`src/rtl/fm_reset_sequencer.sv`:
```
// Sequenced reset release for a chain of downstream blocks.
// All stages are held in reset for a fixed time, then released one at a time,
// each waiting for the previous stage to report ready. A stage that never
// reports ready within the timeout parks the sequencer in ERROR.
//
// state    | meaning
// ---------+---------------------------------------------------------------
// ST_HOLD  | all stages in reset, counting the initial hold time
// ST_WAIT  | stages 0..idx released, waiting for stage_ready[idx]
// ST_DONE  | all stages released, ready inputs ignored
// ST_ERROR | stage timeout_stage and above back in reset, waiting for restart
module fm_reset_sequencer #(
  parameter int NUM_STAGES     = 4,
  parameter int HOLD_CYCLES    = 16,
  parameter int TIMEOUT_CYCLES = 1024
) (
  input  logic                          clock_fm,
  input  logic                          reset_fm,
  input  logic                          soft_reset_req,
  input  logic [NUM_STAGES-1:0]         stage_ready,
  output logic [NUM_STAGES-1:0]         stage_reset,
  output logic                          seq_busy,
  output logic                          seq_done,
  output logic                          timeout_err,
  output logic [$clog2(NUM_STAGES)-1:0] timeout_stage
);

  localparam int IDX_W  = $clog2(NUM_STAGES);
  localparam int HOLD_W = $clog2(HOLD_CYCLES + 1);
  localparam int WAIT_W = $clog2(TIMEOUT_CYCLES);

  localparam logic [HOLD_W-1:0] HOLD_LAST = HOLD_W'(HOLD_CYCLES - 1);
  localparam logic [WAIT_W-1:0] WAIT_LAST = WAIT_W'(TIMEOUT_CYCLES - 1);
  localparam logic [IDX_W-1:0]  IDX_LAST  = IDX_W'(NUM_STAGES - 1);

  typedef enum logic [1:0] {
    ST_HOLD  = 2'd0,
    ST_WAIT  = 2'd1,
    ST_DONE  = 2'd2,
    ST_ERROR = 2'd3
  } state_t;

  state_t                  state_q, state_d;
  logic [IDX_W-1:0]        idx_q, idx_d;
  logic [HOLD_W-1:0]       hold_cnt_q, hold_cnt_d;
  logic [WAIT_W-1:0]       wait_cnt_q, wait_cnt_d;
  logic [NUM_STAGES-1:0]   stage_reset_q, stage_reset_d;
  logic                    seq_busy_q, seq_busy_d;
  logic                    seq_done_q, seq_done_d;
  logic                    timeout_err_q, timeout_err_d;
  logic [IDX_W-1:0]        timeout_stage_q, timeout_stage_d;

  // State register; outputs are registered from the next-state decode so they
  // always line up with the state they describe.
  always_ff @(posedge clock_fm) begin
    if (reset_fm) begin
      state_q         <= ST_HOLD;
      idx_q           <= '0;
      hold_cnt_q      <= '0;
      wait_cnt_q      <= '0;
      stage_reset_q   <= '1;
      seq_busy_q      <= 1'b1;
      seq_done_q      <= 1'b0;
      timeout_err_q   <= 1'b0;
      timeout_stage_q <= '0;
    end else begin
      state_q         <= state_d;
      idx_q           <= idx_d;
      hold_cnt_q      <= hold_cnt_d;
      wait_cnt_q      <= wait_cnt_d;
      stage_reset_q   <= stage_reset_d;
      seq_busy_q      <= seq_busy_d;
      seq_done_q      <= seq_done_d;
      timeout_err_q   <= timeout_err_d;
      timeout_stage_q <= timeout_stage_d;
    end
  end

  // Next-state, stage index, counters and sticky error capture.
  always_comb begin
    state_d         = state_q;
    idx_d           = idx_q;
    hold_cnt_d      = hold_cnt_q;
    wait_cnt_d      = wait_cnt_q;
    timeout_err_d   = timeout_err_q;
    timeout_stage_d = timeout_stage_q;
    if (soft_reset_req) begin
      // Restart keeps the error record so software can still see what failed.
      state_d    = ST_HOLD;
      idx_d      = '0;
      hold_cnt_d = '0;
      wait_cnt_d = '0;
    end else begin
      case (state_q)
        ST_HOLD: begin
          if (hold_cnt_q == HOLD_LAST) begin
            state_d    = ST_WAIT;
            idx_d      = '0;
            hold_cnt_d = '0;
            wait_cnt_d = '0;
          end else begin
            hold_cnt_d = hold_cnt_q + HOLD_W'(1);
          end
        end
        ST_WAIT: begin
          // Ready is checked first so it beats a timeout in the same cycle.
          if (stage_ready[idx_q]) begin
            wait_cnt_d = '0;
            if (idx_q == IDX_LAST) begin
              state_d = ST_DONE;
            end else begin
              idx_d = idx_q + IDX_W'(1);
            end
          end else if (wait_cnt_q == WAIT_LAST) begin
            state_d         = ST_ERROR;
            wait_cnt_d      = '0;
            timeout_err_d   = 1'b1;
            timeout_stage_d = idx_q;
          end else begin
            wait_cnt_d = wait_cnt_q + WAIT_W'(1);
          end
        end
        default: ;
      endcase
    end
  end

  // Output decode from the next state, captured by the state register.
  always_comb begin
    stage_reset_d = '1;
    seq_busy_d    = 1'b0;
    seq_done_d    = 1'b0;
    case (state_d)
      ST_HOLD: begin
        seq_busy_d    = 1'b1;
        stage_reset_d = '1;
      end
      ST_WAIT: begin
        seq_busy_d = 1'b1;
        for (int j = 0; j < NUM_STAGES; j++) begin
          stage_reset_d[j] = (IDX_W'(j) > idx_d);
        end
      end
      ST_DONE: begin
        seq_done_d    = 1'b1;
        stage_reset_d = '0;
      end
      ST_ERROR: begin
        for (int j = 0; j < NUM_STAGES; j++) begin
          stage_reset_d[j] = (IDX_W'(j) >= timeout_stage_d);
        end
      end
      default: ;
    endcase
  end

  assign stage_reset   = stage_reset_q;
  assign seq_busy      = seq_busy_q;
  assign seq_done      = seq_done_q;
  assign timeout_err   = timeout_err_q;
  assign timeout_stage = timeout_stage_q;

endmodule

```
`config.mk`:
```
export PLATFORM = sky130hd
export DESIGN_NAME = fm_reset_sequencer
export DESIGN_NICKNAME = d
export VERILOG_FILES = /design/src/rtl/fm_reset_sequencer.sv
export SDC_FILE = /design/constraint.sdc
export NUM_CORES = 1
export LEC_CHECK = 0
export BUFFER_PORTS_ARGS = -buffer_cell sky130_fd_sc_hd__buf_2
export CAP_MARGIN = 20
export CORE_UTILIZATION = 56
export DETAILED_ROUTE_END_ITERATION = 10
export PLACE_DENSITY = 0.77
export SLEW_MARGIN = 15
export SYNTH_ARGS = -nofsm -noshare
export SYNTH_HDL_FRONTEND = slang
export SYNTH_SLANG_ARGS = --single-unit
export TNS_END_PERCENT = 30
```
`constraint.sdc`:
```
create_clock -name clock_fm -period 2.3 [get_ports clock_fm]
set_input_delay 0.115 -clock clock_fm [delete_from_list [all_inputs] [get_ports clock_fm]]
set_output_delay 0.115 -clock clock_fm [all_outputs]
set_load 0.02 [all_outputs]
```
# Yosys cells after proc, flatten, opt, wreduce, memory -nomap -nowiden

Cells that the tools add are included.

Flip-flop bits (word level): 28
Logic and storage cells: 63
Input port bits: 7
Output and inout bits: 9

$add $sub $neg: 3
Eq/ne operators: 8
Muxes and demuxes: 25
Bitwise gates (word level): 2
Reductions and logical operators: 7
Magnitude comparators: 9

Operator list:

| kind                    | number |
|---|---|
| $mux W10                | 3 |
| $mux W2                 | 13 |
| $pmux W10 S2            | 1 |
| $pmux W4 S4             | 1 |
| $add A10 B1 Y10 const B | 1 |
| $eq A10 B10 Y1 const B  | 1 |
| $pmux W2 S2             | 2 |
| $eq A2 B2 Y1 const B    | 3 |
| $add A5 B1 Y5 const B   | 1 |
| $eq A5 B4 Y1 const B    | 1 |
| $mux W5                 | 1 |
| $eq A2 B1 Y1 const B    | 2 |
| $ge A1 B2 Y1 const A    | 2 |
| $ge A2 B2 Y1 const A    | 2 |
| $gt A1 B2 Y1 const A    | 2 |
| $gt A2 B2 Y1 const A    | 2 |
| $logic_not A2 Y1        | 2 |
| $reduce_and A4 Y1       | 1 |
| $reduce_or A2 Y1        | 2 |
| $lt A2 B3 Y1 const B    | 1 |
| $mux W1                 | 3 |
| $add A2 B1 Y2 const B   | 1 |
| $bmux W1 S2             | 1 |
| $ne A2 B2 Y1 const B    | 1 |
| other kinds (3)         | 4 |

# Longest topological paths before layout

Depth after elaboration: 8
Mapped depth: 7
Depth with buffers taken out: 6

# Worst setup path after synthesis

OpenSTA, ideal clock, no wires.

Kind: register to register
Start point: register idx_q[0]
End point: register wait_cnt_q[2]
Required time: 2.209 ns
Clock period less this slack: 2.001 ns
Setup slack: 0.299 ns
Buffers on the path: 1
Cell stages (with the launch flop): 6
Arrival time: 1.910 ns
Library setup time: 0.091 ns
Cells stage by stage: dfxtp_1 -> mux4_2 -> or2_4 -> buf_6 -> or3_1 -> a311oi_1

Word-level cells in the longest chain between the ends: 4

RTL lines:

| what                          | RTL line | text |
|---|---|---|
| start, declared               | 44       | `logic [IDX_W-1:0] idx_q, idx_d;` |
| start signal, assigned        | 68       | `idx_q <= idx_d;` |
| $bmux W1 S2                   | 107      | `if (stage_ready[idx_q]) begin` |
| $mux W1 (implied by the code) | 107      |  |
| $mux W10                      | 107      |  |
| $pmux W10 S2                  | 94       | `case (state_q)` |
| end signal, assigned          | 70       | `wait_cnt_q <= wait_cnt_d;` |
| end, declared                 | 46       | `logic [WAIT_W-1:0] wait_cnt_q, wait_cnt_d;` |

No other way between the ends. The select of a mux whose other input is x is not followed.
A chain may end at the register's enable or synchronous reset.

# Final worst setup path

Start point: register idx_q[0]
End point: register stage_reset_q[1], in the netlist stage_reset[1]

Word-level cells in the longest chain between the ends: 7
Elaborated cells between the ends (all ways): 24
Classes of those cells: add/sub: 1; order compare: 2; eq/ne: 4; mux: 16; reduce/logical: 1

RTL lines:

| what                                        | RTL line | text |
|---|---|---|
| $add A2 B1 Y2, or another cell as far along | 112      | `idx_d = idx_q + IDX_W'(1);` |
| $mux W2 or $mux W1 (tied branches)          | 109, 107 |  |
| $mux W2                                     | 107      |  |
| $pmux W2 S2 or $mux W2 (tied branches)      | 94       |  |
| $mux W2                                     | 87       | `if (soft_reset_req) begin` |
| $gt A1 B2 Y1, or another cell as far along  | 141      | `stage_reset_d[j] = (IDX_W'(j) > idx_d);` |
| $pmux W4 S4 (*)                             | 133      | `case (state_d)` |
| end signal, assigned                        | 71       | `stage_reset_q <= stage_reset_d;` |
| end, declared                               | 47       | `logic [NUM_STAGES-1:0] stage_reset_q, stage_reset_d;` |

Mark *: on every way between the ends. The rest lies on a longest branch, timed or not. The select of a mux whose other input is x is not followed.

==> impl_results.md <==
- Root buffer cell: clkbuf_4
- DR pass1 iterations: 5
- Synth Area in Compound Gates: between 20% and 30%
- Initial antenna violation count: 0
- H-tree depth: 1
- Input/output buffers: 15
- Worst path max stage delay: between 600 and 700 ps
- Seq/Total Area, Yosys: 41.8%
- Max_slew headroom: between 60% and 70%
- Global-route wire length before repair: ~5.1 mm
- Adder-cell area share of the yosys netlist: ~1.9%
- Peak VDD IR: between 300 and 400 µV
- Simple-Gate Fraction of Synth Area: approximately 25%
- Die area: between 0.002 and 0.003 mm²
- Final Max Tran Viols: 0
- CTS sink cnt: 28
- Initial Util: about 60%
- Most frequent cells in the layout: dfxtp_1 (28), nor2_1 (23), a21oi_1 (17)
- CTS buffer count: 3
- RSZ-0062 raised after global routing: no
- Design area: 0.00151 mm²
- Slew @ Worst Pin: 504 ps
- Area after DPL: 0.00145 mm²
- Vias per std cell: between 6 and 7
- Post-synth ARST share: 0%
- Largest family of logic cells by synthesized area: simple AND/OR/NAND/NOR gates
- Clock Latency Late Sink: around 330 ps
- Min-Delay Path Depth: 3
- Die Span Y: ~51 µm
- HPWL after detailed placement: around 2.3 mm
- R2r setup slk: 130 ps
- Crit-path cells: mux4_2 -> or4_1 -> o21ai_1 -> nand3_1 -> a32oi_1
- Layout area overhead: 12.7%
- Clock period minus worst slack: between 2000 and 2500 ps
- Total number of vias: ~1300
- Worst path required time: between 2000 and 3000 ps
- Most common cell after layout, fill and taps aside: dfxtp_1
- Clock buffer depth: 2
- Reg2Reg Launch Point: idx_q[0]$_SDFF_PP0_
- Top Ports: 16
- Hold Path End: stage_reset[2]$_SDFF_PP1_
- Number of flops mapped to enable cells by yosys: 0
- Crit path capture type: flip-flop
- Top_reg_cell synth: dfxtp_1
- Core ar.: 0.00223 mm²
- DRC viols: 0
- Die X: about 50 µm
- Post-DRT Antenna Nets: 0
- CP Launch Type: flip-flop
- Total Wirelength: around 3.2 mm
- Share of layout cells above drive strength 1: 16.2%
- LEAKAGE: approximately 0.55 nW
- # diodes: 0
- Maxcap violations: 0
- Drt initial violations: 44
- Post-CTS setup buffers: 0
- Ys Warns: 0
- Layout Skew: 7.85 ps
- #FFs+latches synth: 28
- Hold crit path type: in2reg
- Cells after synthesis: between 150 and 200
- Vias in the first global route: between 1000 and 1500
- GRT Util Overall: about 26%
- Final setup fails: 0
- Critical path peak fanout: 7
- Post-synth cell types: 39
- Clock-pin slew on the worst setup and hold paths: approximately 150 ps
- Reg2reg end: stage_reset[1]$_SDFF_PP1_
- Post-Synth XOR/XNOR Area: less than 1%
- Mux contribution to synthesized area: approximately 3.9%
- Rows: 17
- Status: complete, no violations
- Post-synth net total: 170
- Final #Nets: roughly 190
- Syn_area_per_cell: about 8.3 µm²
- Largest net degree at the start of global routing: 19
- Hold path startpoint: soft_reset_req
- Total power divided by cell area: approximately 500 mW/mm²
- Slowest CP cell: mux4_2
- GRT overflow: 0
- Final worst path period share: a little over nine tenths
- Setup CP Type: reg2reg
- CTS tree: yes
- Routability cong.: roughly 1.0
- Utilization after layout: about two thirds
- DR WL/cell: ~15 µm
- Syn Std Cell Area: around 0.0013 mm²
- WP data arrival: 2440 ps
- Max Freq: ~460 MHz
- Setup TNS: 0 ps
- Worst Reg-to-Reg Cells: 5
- Final Hold Fails: 0
## final cells by class
cell class                 instances  area, µm²
multi-input combinational        123        751
inverter                           4       15.0
fill                             197        721
tap                               28       35.0
timing repair buffer              20        115
sequential                        28        561
clock buffer                       4       36.3
## stage by stage
step                      hold WS, ps  power, mW  setup WS (ps)  std cells
after floorplan                   184      0.510            299        161
after global placement            356      0.521            188        202
after detailed placement          361      0.523            116        202
after CTS                         163      0.758           89.7        207
after global routing              172      0.785           24.5        207
final                             165      0.759            130        207
## worst max path at each step
stage                                  to                start
3_5_place_dp    stage_reset[1]$_SDFF_PP1_  idx_q[0]$_SDFF_PP0_
3_3_place_gp    stage_reset[1]$_SDFF_PP1_  idx_q[0]$_SDFF_PP0_
5_1_grt         stage_reset[1]$_SDFF_PP1_  idx_q[0]$_SDFF_PP0_
4_1_cts         stage_reset[1]$_SDFF_PP1_  idx_q[0]$_SDFF_PP0_
2_1_floorplan  wait_cnt_q[2]$_SDFFE_PP0P_  idx_q[0]$_SDFF_PP0_
6_report        stage_reset[1]$_SDFF_PP1_  idx_q[0]$_SDFF_PP0_
## Yosys cell counts (all sizes together) (2+ instances only)
master	number	share of area, %
a311oi	6	3.9
a31oi	2	0.93
clkbuf	5	1.4
o21ai	10	3.7
mux2i	3	2.2
a21o	2	1.1
dfxtp	28	42
nand2b	4	1.9
and3	3	1.4
or3	4	1.9
a41oi	3	2.0
nand3	8	3.0
nor3	4	1.5
or2	3	1.6
nor4	3	1.9
ha	2	1.9
a21oi	17	6.3
nand2	10	2.8
inv	4	1.1
o211ai	2	1.1
nor2	24	6.9
## per-layer routing
| metal | track usage [%] | vias up | wire length, µm |
|---|---|---|---|
| li1 | - | 633 | - |
| met1 | 30.6 | 609 | 1340 |
| met2 | 47.1 | 44 | 1630 |
| met3 | 3.27 | 4 | 160 |
| met4 | 8.80 | 0 | 31 |
| met5 | 0 | - | 0 |
## registers in the layout (all words and copies together), names as in the netlist
name / cells
wait_cnt_q: 10
hold_cnt_q: 5
stage_reset: 4
idx_q: 2
state_q: 2
timeout_stage: 2
seq_busy: 1
seq_done: 1
timeout_err: 1
## worst max-delay path, delay by kind of cell, from the launching register on
family	cells	cell delay [ps]
compound gates	2	360
flops	1	470
mux	1	610
simple gates	2	670
## cell families (layout without fill, tap and decap cells)
family,Yosys count,count (layout)
AO/OA/AOI/OAI,48,48
XOR/XNOR,1,1
adder cells (fa/ha/maj),2,2
buffers and inverters,10,28
flip-flops,28,28
multiplexers,4,4
AND/OR/NAND/NOR,68,68
## power by group
part / internal [mW] / switching (mW) / total, mW
Combinational: 0.00955 / 0.0162 / 0.0257
Sequential: 0.487 / 0.00174 / 0.489
Clock: 0.0970 / 0.147 / 0.244
Total: 0.594 / 0.165 / 0.759
## repair_timing
action,4_1_cts,5_1_grt
endpoints found under the setup margin,0,3
hold endpoints to repair,1,0
resized for setup,0,2
hold buffers,1,0
Power figures use the tool's default switching activity.
